**config.mk**
```make
export PLATFORM = sky130hd
export DESIGN_NAME = stop_watch_lap
export DESIGN_NICKNAME = d
export VERILOG_FILES = /design/src/rtl/stop_watch_lap.sv
export SDC_FILE = /design/constraint.sdc
export NUM_CORES = 1
export LEC_CHECK = 0
export ABC_AREA = 1
export BUFFER_PORTS_ARGS = -buffer_cell sky130_fd_sc_hd__buf_2
export CAP_MARGIN = 20
export CORE_ASPECT_RATIO = 1.75
export CORE_MARGIN = 4
export CORE_UTILIZATION = 44
export CTS_CLUSTER_SIZE = 30
export DETAILED_ROUTE_END_ITERATION = 6
export GPL_TIMING_DRIVEN = 0
export SYNTH_ARGS = -nofsm -noshare
export SYNTH_HDL_FRONTEND = slang
export SYNTH_SLANG_ARGS = --single-unit
```
**constraint.sdc**
```tcl
create_clock -name iClk -period 5.21 [get_ports iClk]
set_input_delay 0 -clock iClk [delete_from_list [all_inputs] [get_ports iClk]]
set_output_delay 0 -clock iClk [all_outputs]
set_load 0.05 [all_outputs]
```
**src/rtl/stop_watch_lap.sv**
```systemverilog
// Stopwatch with run/stop/clear control, cascaded time counter and a LAP_DEPTH-entry lap memory.
// Build option SW_LAP_OVERWRITE_EN: a lap press on a full buffer replaces the oldest lap.
module stop_watch_lap #(
  parameter int CLK_HZ    = 100_000_000,
  parameter int TICK_HZ   = 100,
  parameter int LAP_DEPTH = 8,
  parameter int HOUR_MAX  = 24
) (
  input  logic                           iClk,
  input  logic                           iRst,
  input  logic                           iStop_Watch,
  input  logic                           iBtn_L,
  input  logic                           iBtn_R,
  input  logic                           iBtn_U,
  output logic [6:0]                     omSec,
  output logic [5:0]                     oSec,
  output logic [5:0]                     oMin,
  output logic [4:0]                     oHour,
  output logic                           oRun,
  output logic                           oView_Lap,
  output logic [$clog2(LAP_DEPTH)-1:0]   oLap_Idx,
  output logic [$clog2(LAP_DEPTH+1)-1:0] oLap_Cnt,
  output logic                           oLap_Full
);
  // state  | meaning
  // IDLE   | cleared, waiting for run
  // RUN    | counting, R captures laps
  // STOP   | frozen, live display
  // VIEW   | frozen, displaying lap[idx]
  localparam logic [1:0] S_IDLE = 2'd0;
  localparam logic [1:0] S_RUN  = 2'd1;
  localparam logic [1:0] S_STOP = 2'd2;
  localparam logic [1:0] S_VIEW = 2'd3;

  localparam int DIV = CLK_HZ / TICK_HZ;
  localparam int DW  = (DIV > 1) ? $clog2(DIV) : 1;
  localparam int IW  = $clog2(LAP_DEPTH);
  localparam int CW  = $clog2(LAP_DEPTH + 1);

  logic [1:0]    state_q, state_d;
  logic [DW-1:0] div_q, div_d;
  logic [23:0]   time_q, time_d;   // {hour, min, sec, msec}
  logic [23:0]   disp_q, disp_d;
  logic [IW-1:0] idx_q, idx_d;
  logic [IW-1:0] wr_q, wr_d;
  logic [CW-1:0] cnt_q, cnt_d;
  logic          run_q, view_q, full_q;
  logic          tick, lap_we, clear;
  logic          btn_l, btn_r, btn_u;
  logic [IW-1:0] oldest, rd_idx;
  logic [IW:0]   rd_sum;
  logic [23:0]   lap_mem [LAP_DEPTH];

  function automatic logic [23:0] time_inc(input logic [23:0] t);
    logic [4:0] h;
    logic [5:0] m, s;
    logic [6:0] ms;
    {h, m, s, ms} = t;
    if (ms != 7'd99) ms = ms + 7'd1;
    else begin
      ms = '0;
      if (s != 6'd59) s = s + 6'd1;
      else begin
        s = '0;
        if (m != 6'd59) m = m + 6'd1;
        else begin
          m = '0;
          h = (h == 5'(HOUR_MAX - 1)) ? 5'd0 : h + 5'd1;
        end
      end
    end
    return {h, m, s, ms};
  endfunction

  assign btn_l = iStop_Watch & iBtn_L;
  assign btn_r = iStop_Watch & iBtn_R;
  assign btn_u = iStop_Watch & iBtn_U;
  assign tick  = (state_q == S_RUN) && (div_q == DW'(DIV - 1));

  always_comb begin
    state_d = state_q;
    div_d   = div_q;
    time_d  = time_q;
    idx_d   = idx_q;
    cnt_d   = cnt_q;
    wr_d    = wr_q;
    lap_we  = 1'b0;
    clear   = 1'b0;
    if (state_q == S_RUN) begin
      div_d = tick ? '0 : div_q + DW'(1);
      if (tick) time_d = time_inc(time_q);
    end
    case (state_q)
      S_IDLE: if (btn_l) state_d = S_RUN;
      S_RUN: begin
        if (btn_r) begin
          if (!full_q) begin
            lap_we = 1'b1;
            cnt_d  = cnt_q + CW'(1);
          end
`ifdef SW_LAP_OVERWRITE_EN
          else lap_we = 1'b1;
`else
          else lap_we = 1'b0;
`endif
          if (lap_we) wr_d = (wr_q == IW'(LAP_DEPTH - 1)) ? '0 : wr_q + IW'(1);
        end else if (btn_l) state_d = S_STOP;
      end
      S_STOP: begin
        if (btn_r) clear = 1'b1;
        else if (btn_l) state_d = S_RUN;
        else if (btn_u && cnt_q != '0) begin
          state_d = S_VIEW;
          idx_d   = '0;
        end
      end
      S_VIEW: begin
        if (btn_r) clear = 1'b1;
        else if (btn_l) begin
          state_d = S_RUN;
          idx_d   = '0;
        end else if (btn_u) begin
          if (CW'(idx_q) == cnt_q - CW'(1)) begin
            state_d = S_STOP;
            idx_d   = '0;
          end else idx_d = idx_q + IW'(1);
        end
      end
      default: state_d = S_IDLE;
    endcase
    if (clear) begin
      state_d = S_IDLE;
      div_d   = '0;
      time_d  = '0;
      idx_d   = '0;
      cnt_d   = '0;
      wr_d    = '0;
    end
  end

  // Once full, the write pointer sits on the oldest surviving record.
  assign oldest = full_q ? wr_q : '0;

  always_comb begin
    rd_sum = {1'b0, oldest} + {1'b0, idx_d};
    if (rd_sum >= (IW+1)'(LAP_DEPTH)) rd_sum = rd_sum - (IW+1)'(LAP_DEPTH);
    rd_idx = rd_sum[IW-1:0];
    disp_d = (state_d == S_VIEW) ? lap_mem[rd_idx] : time_d;
  end

  always_ff @(posedge iClk) begin
    if (!iRst && lap_we) lap_mem[wr_q] <= time_q;
  end

  always_ff @(posedge iClk) begin
    if (iRst) begin
      state_q <= S_IDLE;
      div_q   <= '0;
      time_q  <= '0;
      disp_q  <= '0;
      idx_q   <= '0;
      wr_q    <= '0;
      cnt_q   <= '0;
      run_q   <= 1'b0;
      view_q  <= 1'b0;
      full_q  <= 1'b0;
    end else begin
      state_q <= state_d;
      div_q   <= div_d;
      time_q  <= time_d;
      disp_q  <= disp_d;
      idx_q   <= idx_d;
      wr_q    <= wr_d;
      cnt_q   <= cnt_d;
      run_q   <= (state_d == S_RUN);
      view_q  <= (state_d == S_VIEW);
      full_q  <= (cnt_d == CW'(LAP_DEPTH));
    end
  end

  assign omSec     = disp_q[6:0];
  assign oSec      = disp_q[12:7];
  assign oMin      = disp_q[18:13];
  assign oHour     = disp_q[23:19];
  assign oRun      = run_q;
  assign oView_Lap = view_q;
  assign oLap_Idx  = idx_q;
  assign oLap_Cnt  = cnt_q;
  assign oLap_Full = full_q;
endmodule

```
# Word-level counts from Yosys, hierarchy flattened
# Memory sizes are Yosys's and may differ from the RTL's.
# Index checks and enable logic that the tools add are counted.
[word_totals]
regBits = 83
elab_cells = 100
output_inout_bits = 34
n_memories = 1
ram_bits = 192
[op_classes]
add_sub_neg = 11
reduce_logical = 9
n_eq_ne = 13
bitwise = 3
order_cmp = 1
n_mux = 52
[memory_table]
columns = ["memory", "depth", "word_bits", "read_ports", "rd_ports_with_merged_regs", "wr", "line", "source"]
rows = [
  ["lap_mem", 8, 24, 1, 0, 1, "52", "logic [23:0] lap_mem [LAP_DEPTH];"],
]
[op_table]
columns = ["op", "n"]
rows = [
  ["$mux W24", 4],
  ["$mux W3", 11],
  ["$mux W6", 5],
  ["$mux W2", 11],
  ["$add A20 B1 Y20 const B", 1],
  ["$eq A20 B20 Y1 const B", 1],
  ["$mux W20", 1],
  ["$mux W5", 4],
  ["$mux W4", 4],
  ["$add A6 B1 Y6 const B", 2],
  ["$ne A6 B6 Y1 const B", 2],
  ["$mux W1", 9],
  ["$pmux W2 S4", 1],
  ["$add A7 B1 Y7 const B", 1],
  ["$mux W7", 1],
  ["$ne A7 B7 Y1 const B", 1],
  ["$add A3 B1 Y3 const B", 2],
  ["$eq A2 B2 Y1 const B", 3],
  ["$pmux W3 S2", 1],
  ["$add A5 B1 Y5 const B", 1],
  ["$eq A5 B5 Y1 const B", 1],
  ["$add A3 B3 Y4", 1],
  ["$add A4 B1 Y4 const B", 1],
  ["$eq A2 B1 Y1 const B", 2],
  ["13 further kinds", 18],
]

# Longest topological paths before layout
# Gate-level depths: netlist of the first run.
# An unclocked memory read counts as a cell.
[logic_depth]
depth_word = 13
ltp_mapped = 23
mapped_depth_nobuf = 22

# Worst setup path after synthesis of the first run
# OpenSTA, ideal clock, no wires.
[synth_timing]
path_type = "reg-to-reg"
from = "register cnt_q[0], in the netlist oLap_Cnt[0]"
to = "register disp_q[14]"
setup_ns = 0.058
arrival_ns = 3.533
required_time_ns = 5.152
setup_slack_ns = 1.619
n_path_buf = 2
stages_incl_launch_ff = 22
cell_sequence = "dfxtp_1 -> inv_1 -> ha_1 -> xnor2_1 -> nor2_2 -> nand3_2 -> nand4_1 -> o21ai_0 -> a21oi_1 -> nor2_1 -> ha_1 -> inv_1 -> fa_1 -> inv_1 -> clkbuf_1 -> clkbuf_1 -> o21ai_0 -> o22ai_1 -> inv_1 -> nand2_1 -> nand3_1 -> nand2_1"
[synth_between]
elab_chain_len = 13
word_cells_on_any_way = 29
classes_between = "3 x add/sub; 1 x order compare; 2 x eq/ne; 20 x mux; 2 x reduce/logical; 1 x memory"
[synth_rtl]
columns = ["element", "line", "source"]
rows = [
  ["start, declared", "46", "logic [CW-1:0] cnt_q, cnt_d;"],
  ["start signal, assigned", "174", "cnt_q <= cnt_d;"],
  ["$sub A4 B1 Y4", "123", "if (CW'(idx_q) == cnt_q - CW'(1)) begin"],
  ["$eq A3 B4 Y1", "123", ""],
  ["$mux W3", "123", ""],
  ["$mux W3", "122", "end else if (btn_u) begin"],
  ["$mux W3", "119", "else if (btn_l) begin"],
  ["$mux W3", "118", "if (btn_r) clear = 1'b1;"],
  ["$pmux W3 S2 (*)", "93", "case (state_q)"],
  ["$mux W3 (*)", "131", "if (clear) begin"],
  ["via idx_d[0]", "44", "logic [IW-1:0] idx_q, idx_d;"],
  ["$add A3 B3 Y4 (*)", "145", "rd_sum = {1'b0, oldest} + {1'b0, idx_d};"],
  ["$ge A4 B4 Y1 / $sub A3 B1 Y3 (equally long branches)", "146", "if (rd_sum >= (IW+1)'(LAP_DEPTH)) rd_sum = rd_sum - (IW+1)'(LAP_DEPTH);"],
  ["$mux W3 (*)", "146", ""],
  ["$mem_v2 Z8 W24 (*)", "--", ""],
  ["$mux W24 (*)", "148", "disp_d = (state_d == S_VIEW) ? lap_mem[rd_idx] : time_d;"],
  ["end signal, assigned", "171", "disp_q <= disp_d;"],
  ["end, declared", "43", "logic [23:0] disp_q, disp_d;"],
]
# The timed path passes the listed nets; every way through them passes the cells marked *.
# A chain may end at the register's enable or synchronous reset.

# Worst setup path after layout of the first run
[layout_timing]
from = "register cnt_q[0], in the netlist oLap_Cnt[0]"
to = "register disp_q[17]"
# The elaborated chain is that of the path after synthesis.

==> results of run 1 <==
==> report_power, final <==
group / switching [W] / internal [W] / leakage [nW] / total, W
sequential: 0.00000539 / 0.00231 / 2.23 / 0.00232
combinational: 0.0000544 / 0.0000204 / 2.38 / 0.0000748
clock: 0.000810 / 0.00110 / 0.421 / 0.00191
==> critical path, stage by stage (launching register included) <==
cell and delay [ns]:
dfxtp_1 0.42, inv_1 0.14, ha_1 0.34, xnor2_1 0.14
nor2_2 0.12, nand3_2 0.11, nand4_1 0.09, o21ai_0 0.09
a21oi_1 0.24, nor2_1 0.08, ha_1 0.20, inv_1 0.06
fa_1 0.48, inv_1 0.12, clkbuf_1 0.43, clkbuf_1 0.61
o21ai_0 0.19, o22ai_1 0.16, inv_1 0.05, nand2_1 0.08
nand3_1 0.12, nand2_1 0.13
==> per-stage QoR <==
step                TNS, ns  instance area (sq um)
global route              0                  13700
detailed placement        0                  12800
global placement      -1.64                  12600
finish                    0                  13700
floorplan                 0                  12000
CTS                       0                  13700
==> per-layer routing <==
metal | track usage (%) | share of wire [%]
met5 | 0 | 0
met1 | 23.7 | 37
met2 | 41.3 | 54
met4 | 10.5 | 5.0
met3 | 2.07 | 4.1
==> layout make-up <==
type | instances | area (sq um) | share of cell area [%]
Sequential cell | 275 | 7430 | 54.2
Multi-Input combinational cell | 740 | 3930 | 28.7
Clock buffer | 37 | 753 | 5.50
Timing Repair Buffer | 60 | 429 | 3.13
Inverter | 111 | 424 | 3.10
Tap cell | 324 | 405 | 2.96
Buffer | 47 | 225 | 1.64
Clock inverter | 11 | 104 | 0.758
==> worst paths after layout <==
path / endpoint / slack (ns)
setup / recovery: disp_q[17]$_SDFF_PP0_ / 0.73
hold / removal: oRun$_SDFF_PP0_ / 0.03
setup reg to reg: disp_q[17]$_SDFF_PP0_ / 0.73
hold reg to reg: div_q[17]$_SDFFE_PP0P_ / 0.48
==> cell usage in the layout (no fill, tap or decap), types with 13 or more instances in the layout <==
master / synthesis / final
edfxtp_1: 192 / 192
nor2_1: 157 / 157
buf_6: 4 / 19
clkbuf_1: 31 / 37
o22ai_1: 48 / 48
clkbuf_16: 0 / 27
a21oi_1: 25 / 25
inv_2: 13 / 13
nand3_1: 63 / 63
dfxtp_1: 83 / 83
buf_2: 9 / 47
nand2_1: 158 / 158
nor3_1: 23 / 15
o21ai_0: 124 / 124
nand3b_1: 23 / 23
nand4_1: 19 / 19
inv_1: 94 / 94
nor3_2: 6 / 14
==> registers in the layout, indices dropped and copies added (netlist names) <==
register	cells
lap_mem	192
disp_q	24
time_q	24
div_q	20
oLap_Cnt	4
oLap_Idx	3
wr_q	3
state_q	2
oLap_Full	1
oRun	1
oView_Lap	1
==> cell families after synthesis <==
logic type,after synthesis,share of synthesized area (%)
adders and majority gates,12,1.32
AOI/OAI and AO/OA,221,10.1
xor gates and xnor gates,13,0.952
buffers and inverters,158,5.43
DFF,275,62.1
and+or+nand+nor,494,20.1
==> impl_metrics.tcl, run 1 <==
set metrics [dict create \
    fp.dieArea_sq_um 30000 \
    grt_pass1_vias 8704 \
    synthToLayoutAreaGrowth_pct 14.5 \
    ctsLongestPathBuffers 3 \
    hold_viol 0 \
    finalPower_w 0.00431 \
    fmax_mhz 223 \
    synth_fp_nets 1191 \
    synthCells 1173 \
    fin_crit_sh_pct 86.0 \
    max-slew-margin-rel_pct 33.2 \
    antenna_found_initial 0 \
    firstDrtPassIters 5 \
    worst_ep_required_time_ns 5.68 \
    grt.overflow.total 0 \
    track_usage_pct 21.6 \
    min_period_ns 4.48 \
    ios 40 \
    syn-cell-area_sq_um 12000 \
    yosysTopAreaCellShare_pct 48.2 \
    via_per_inst 5.49 \
    power_density_nw_per_um2 314 \
    setup_ws_ns 0.730 \
    fin_util_pct 51.3 \
    antenna_cells 0 \
    post_cts_resized 0 \
    crit_start "oLap_Cnt[0]$_SDFF_PP0_" \
    ant_nets 0 \
    rows 79 \
    drc 0 \
    dp.cells 1553 \
    design.core.area_sq_um 26700 \
    crit_arrival_ns 4.95 \
    tritoncts "built" \
    ys_seq_area_share_pct 62.1 \
    synthFlopType "edfxtp_1" \
    rsz0062_at_grt "false" \
    p_leak_nw 5.03 \
    async_flop_share_pct 0 \
    grt_max_degree 16 \
    synth.area.top_cells "edfxtp_1, dfxtp_1, o21ai_0, nand2_1, nor2_1" \
    gp_congestion 0.943 \
    path_clk_slew_ns 0.07 \
    tightest_slew_ns 0.996 \
    synth_most_common_cell "edfxtp_1" \
    synthTopCellsByCount "edfxtp_1, nand2_1, nor2_1" \
    grt_pass1_wl_um 49500 \
    die_h_um 226 \
    maxSlewViolCount 0 \
    hold-path-cell-count 5 \
    nets 1279 \
    fin_skew_ns 0.0142 \
    htree_levels 1 \
    nFillCells 2430 \
    hold_buffers 4 \
    synth.distinct_cells 50 \
    critPathKind "flip-flop to flip-flop" \
    die_w_um 133 \
    start_util_pct 44.8 \
    vias 8807 \
    startpoint_type "flip-flop" \
    synth_edf_count 192 \
    cts_buffers 26 \
    cp_max_fo 10 \
    clock_latency_ns 0.54 \
    synth_seq_cells 275 \
    vdd_ir_drop_max_v 0.000242 \
    cts-root-buf "clkbuf_16" \
    drive_gt1_share_pct 14.2 \
    drt-initial-drc-count 579 \
    clock-sinks 275 \
    post_cts.repair.setup_buffers 0 \
    setup_violations 0 \
    r2r-start "oLap_Cnt[0]$_SDFF_PP0_" \
    place_worst_setup_slack_ns 0.864 \
    hold_class "input pin to flip-flop" \
    wl_per_cell_um 20.2 \
    routed_wirelength_um 32500 \
    synth_area_leader_cell "edfxtp_1" \
    status "completed" \
    io_buffers 38 \
    avgSynthCellArea_sq_um 10.2 \
    yosysWarningCount 0 \
    rr_worst_depth 21 \
    hold_start "iBtn_L" \
    final_cells 1605 \
    post-dp-hpwl_um 23600 \
    maxCapViolCount 0 \
    whs_ns 0.0294 \
    setup.worst_path.end_class "flip-flop" \
]
No activity file was read; power rests on OpenSTA's default activity.
==> inputs of run 2 (changes only) <==
CTS_BUF_LIST = sky130_fd_sc_hd__clkbuf_8   (was default)
==> impl_metrics.tcl, run 2 (same netlist as run 1, synthesis figures left out) <==
set metrics [dict create \
    status "completed" \
    crit_arrival_ns 4.96 \
    routed_wirelength_um 32600 \
    track_usage_pct 21.8 \
    design.core.area_sq_um 26700 \
    gp_congestion 0.943 \
    path_buf_inv 6 \
    htree_levels 2 \
    nets 1295 \
    crit_start "oLap_Cnt[0]$_SDFF_PP0_" \
    rsz0062_at_grt "false" \
    post-dp-hpwl_um 23600 \
    maxSlewViolCount 0 \
    fin_skew_ns 0.0150 \
    post_cts_resized 0 \
    final_area_sq_um 13600 \
    worst_ep_required_time_ns 5.69 \
    worstPathCellList "inv_1, ha_1, xnor2_1, nor2_2, nand3_2, nand4_1, o21ai_0, a21oi_1, nor2_1, ha_1, inv_1, fa_1, inv_1, clkbuf_1, clkbuf_1, o21ai_0, o22ai_1, inv_1, nand2_1, nand3_1, nand2_1" \
    top_register "lap_mem" \
    clock_latency_ns 0.55 \
    reg.largest.list "lap_mem (192), disp_q (24), time_q (24)" \
    p_leak_nw 5.04 \
    grt.overflow.total 0 \
    hold-path-cell-count 4 \
    drive_gt1_share_pct 14.8 \
    grt_pass1_vias 8767 \
    path_clk_slew_ns 0.06 \
    ios 40 \
    drc 0 \
    fin_crit_sh_pct 86.1 \
    vias 8854 \
    fmax_mhz 223 \
    firstDrtPassIters 5 \
    die_h_um 226 \
    rows 79 \
    maxCapViolCount 0 \
    io_buffers 38 \
    critPathKind "flip-flop to flip-flop" \
    ant_nets 0 \
    cp_max_fo 10 \
    final_common_cell "edfxtp_1" \
    tightest_slew_ns 0.990 \
    startpoint_type "flip-flop" \
    via_per_inst 5.44 \
    start_util_pct 44.8 \
    clock-sinks 275 \
    place_worst_setup_slack_ns 0.864 \
    finalPower_w 0.00406 \
    fp.dieArea_sq_um 30000 \
    rr_worst_depth 21 \
    power_density_nw_per_um2 298 \
    whs_endpoint "time_q[3]$_SDFF_PP0_" \
    worst_path_max_delay_cell "clkbuf_1" \
    hold_viol 0 \
    hold_class "input pin to flip-flop" \
    min_period_ns 4.48 \
    max-slew-margin-rel_pct 33.6 \
    setup_ws_ns 0.726 \
    hold_start "iStop_Watch" \
    cp_top_family "buffers and inverters" \
    grt_pass1_wl_um 49700 \
    die_w_um 133 \
    wl_per_cell_um 20.0 \
    grt_max_degree 15 \
    max_stage_delay_ns 0.61 \
    antenna_found_initial 0 \
    postPlaceCellArea_sq_um 12800 \
    ctsLongestPathBuffers 3 \
    vdd_ir_drop_max_v 0.000201 \
    largest_register_ffs 192 \
    setup.worst_path.end_class "flip-flop" \
    r2r-start "oLap_Cnt[0]$_SDFF_PP0_" \
    final_cell_mix "edfxtp_1, nand2_1, nor2_1" \
    nFillCells 2452 \
    fin_util_pct 50.9 \
    drt-initial-drc-count 546 \
    setup_violations 0 \
    cts_buffers 41 \
    synthToLayoutAreaGrowth_pct 13.6 \
    cts-root-buf "clkbuf_8" \
    rrSetupSlack_ns 0.73 \
    tritoncts "built" \
    reg2reg_to "disp_q[17]$_SDFF_PP0_" \
    crit_top_cell "inv_1" \
]
==> run 2: cell types whose count changed in the layout (fill, tap and decap cells not counted) <==
cell / previous run / this run
clkbuf_16: 27 / 0
clkbuf_1: 37 / 31
clkbuf_8: 4 / 42
inv_1: 94 / 106
clkinv_1: 5 / 10
diode_2: 0 / 1
dlygate4sd3_1: 4 / 5
==> run 2: cell type report <==
type	count	area (sq um)	area share, %
inverter	111	424	3.12
tap	324	405	2.98
multi-input combinational	740	3930	28.9
clock buffer	42	578	4.25
timing repair buffer	61	439	3.23
clock inverter	28	168	1.23
sequential	275	7430	54.6
buffer	47	225	1.66
antenna	1	2.50	0.0184
==> run 2: tightest hold or removal path, cell delays in order <==
cell     delay [ns]
buf_2          0.12
nand2_2        0.15
nor2_8         0.19
nor4_1         0.07
==> run 2: report_power, final <==
part / switching [W] / internal [W]
registers: 0.00000546 / 0.00231
clock network: 0.000815 / 0.000847
logic: 0.0000544 / 0.0000209
total: 0.000874 / 0.00318
==> run 2: through the flow <==
stage                     hold WS, ns  std cells  setup TNS [ns]
after global placement          0.353       1535           -1.64
after detailed placement        0.356       1553               0
after global routing            0.103       1628               0
after floorplan                 0.218       1173               0
final                          0.0318       1629               0
after CTS                      0.0102       1628               0
==> run 2: how the worst max path moves through the flow <==
stage	end	slack, ns	depth (start not counted)
floorplan	disp_q[14]$_SDFF_PP0_	1.62	21
global placement	lap_mem[0][2]$_DFFE_PP_	-0.04	7
detailed placement	disp_q[17]$_SDFF_PP0_	0.86	21
CTS	disp_q[17]$_SDFF_PP0_	0.82	21
global route	disp_q[14]$_SDFF_PP0_	0.47	21
finish	disp_q[17]$_SDFF_PP0_	0.73	21
==> run 2: what timing repair did <==
item	in CTS	in global routing
hold buffers	5	0
hold endpoints to repair	7	0
setup buffers	0	0
==> run 2: layer usage <==
layer,vias to the layer above,track usage (%),share of wire [%]
met3,88,2.96,3.9
met5,-,0,0
li1,4277,-,-
met2,239,41.0,54
met4,0,11.5,5.3
met1,4250,23.7,37
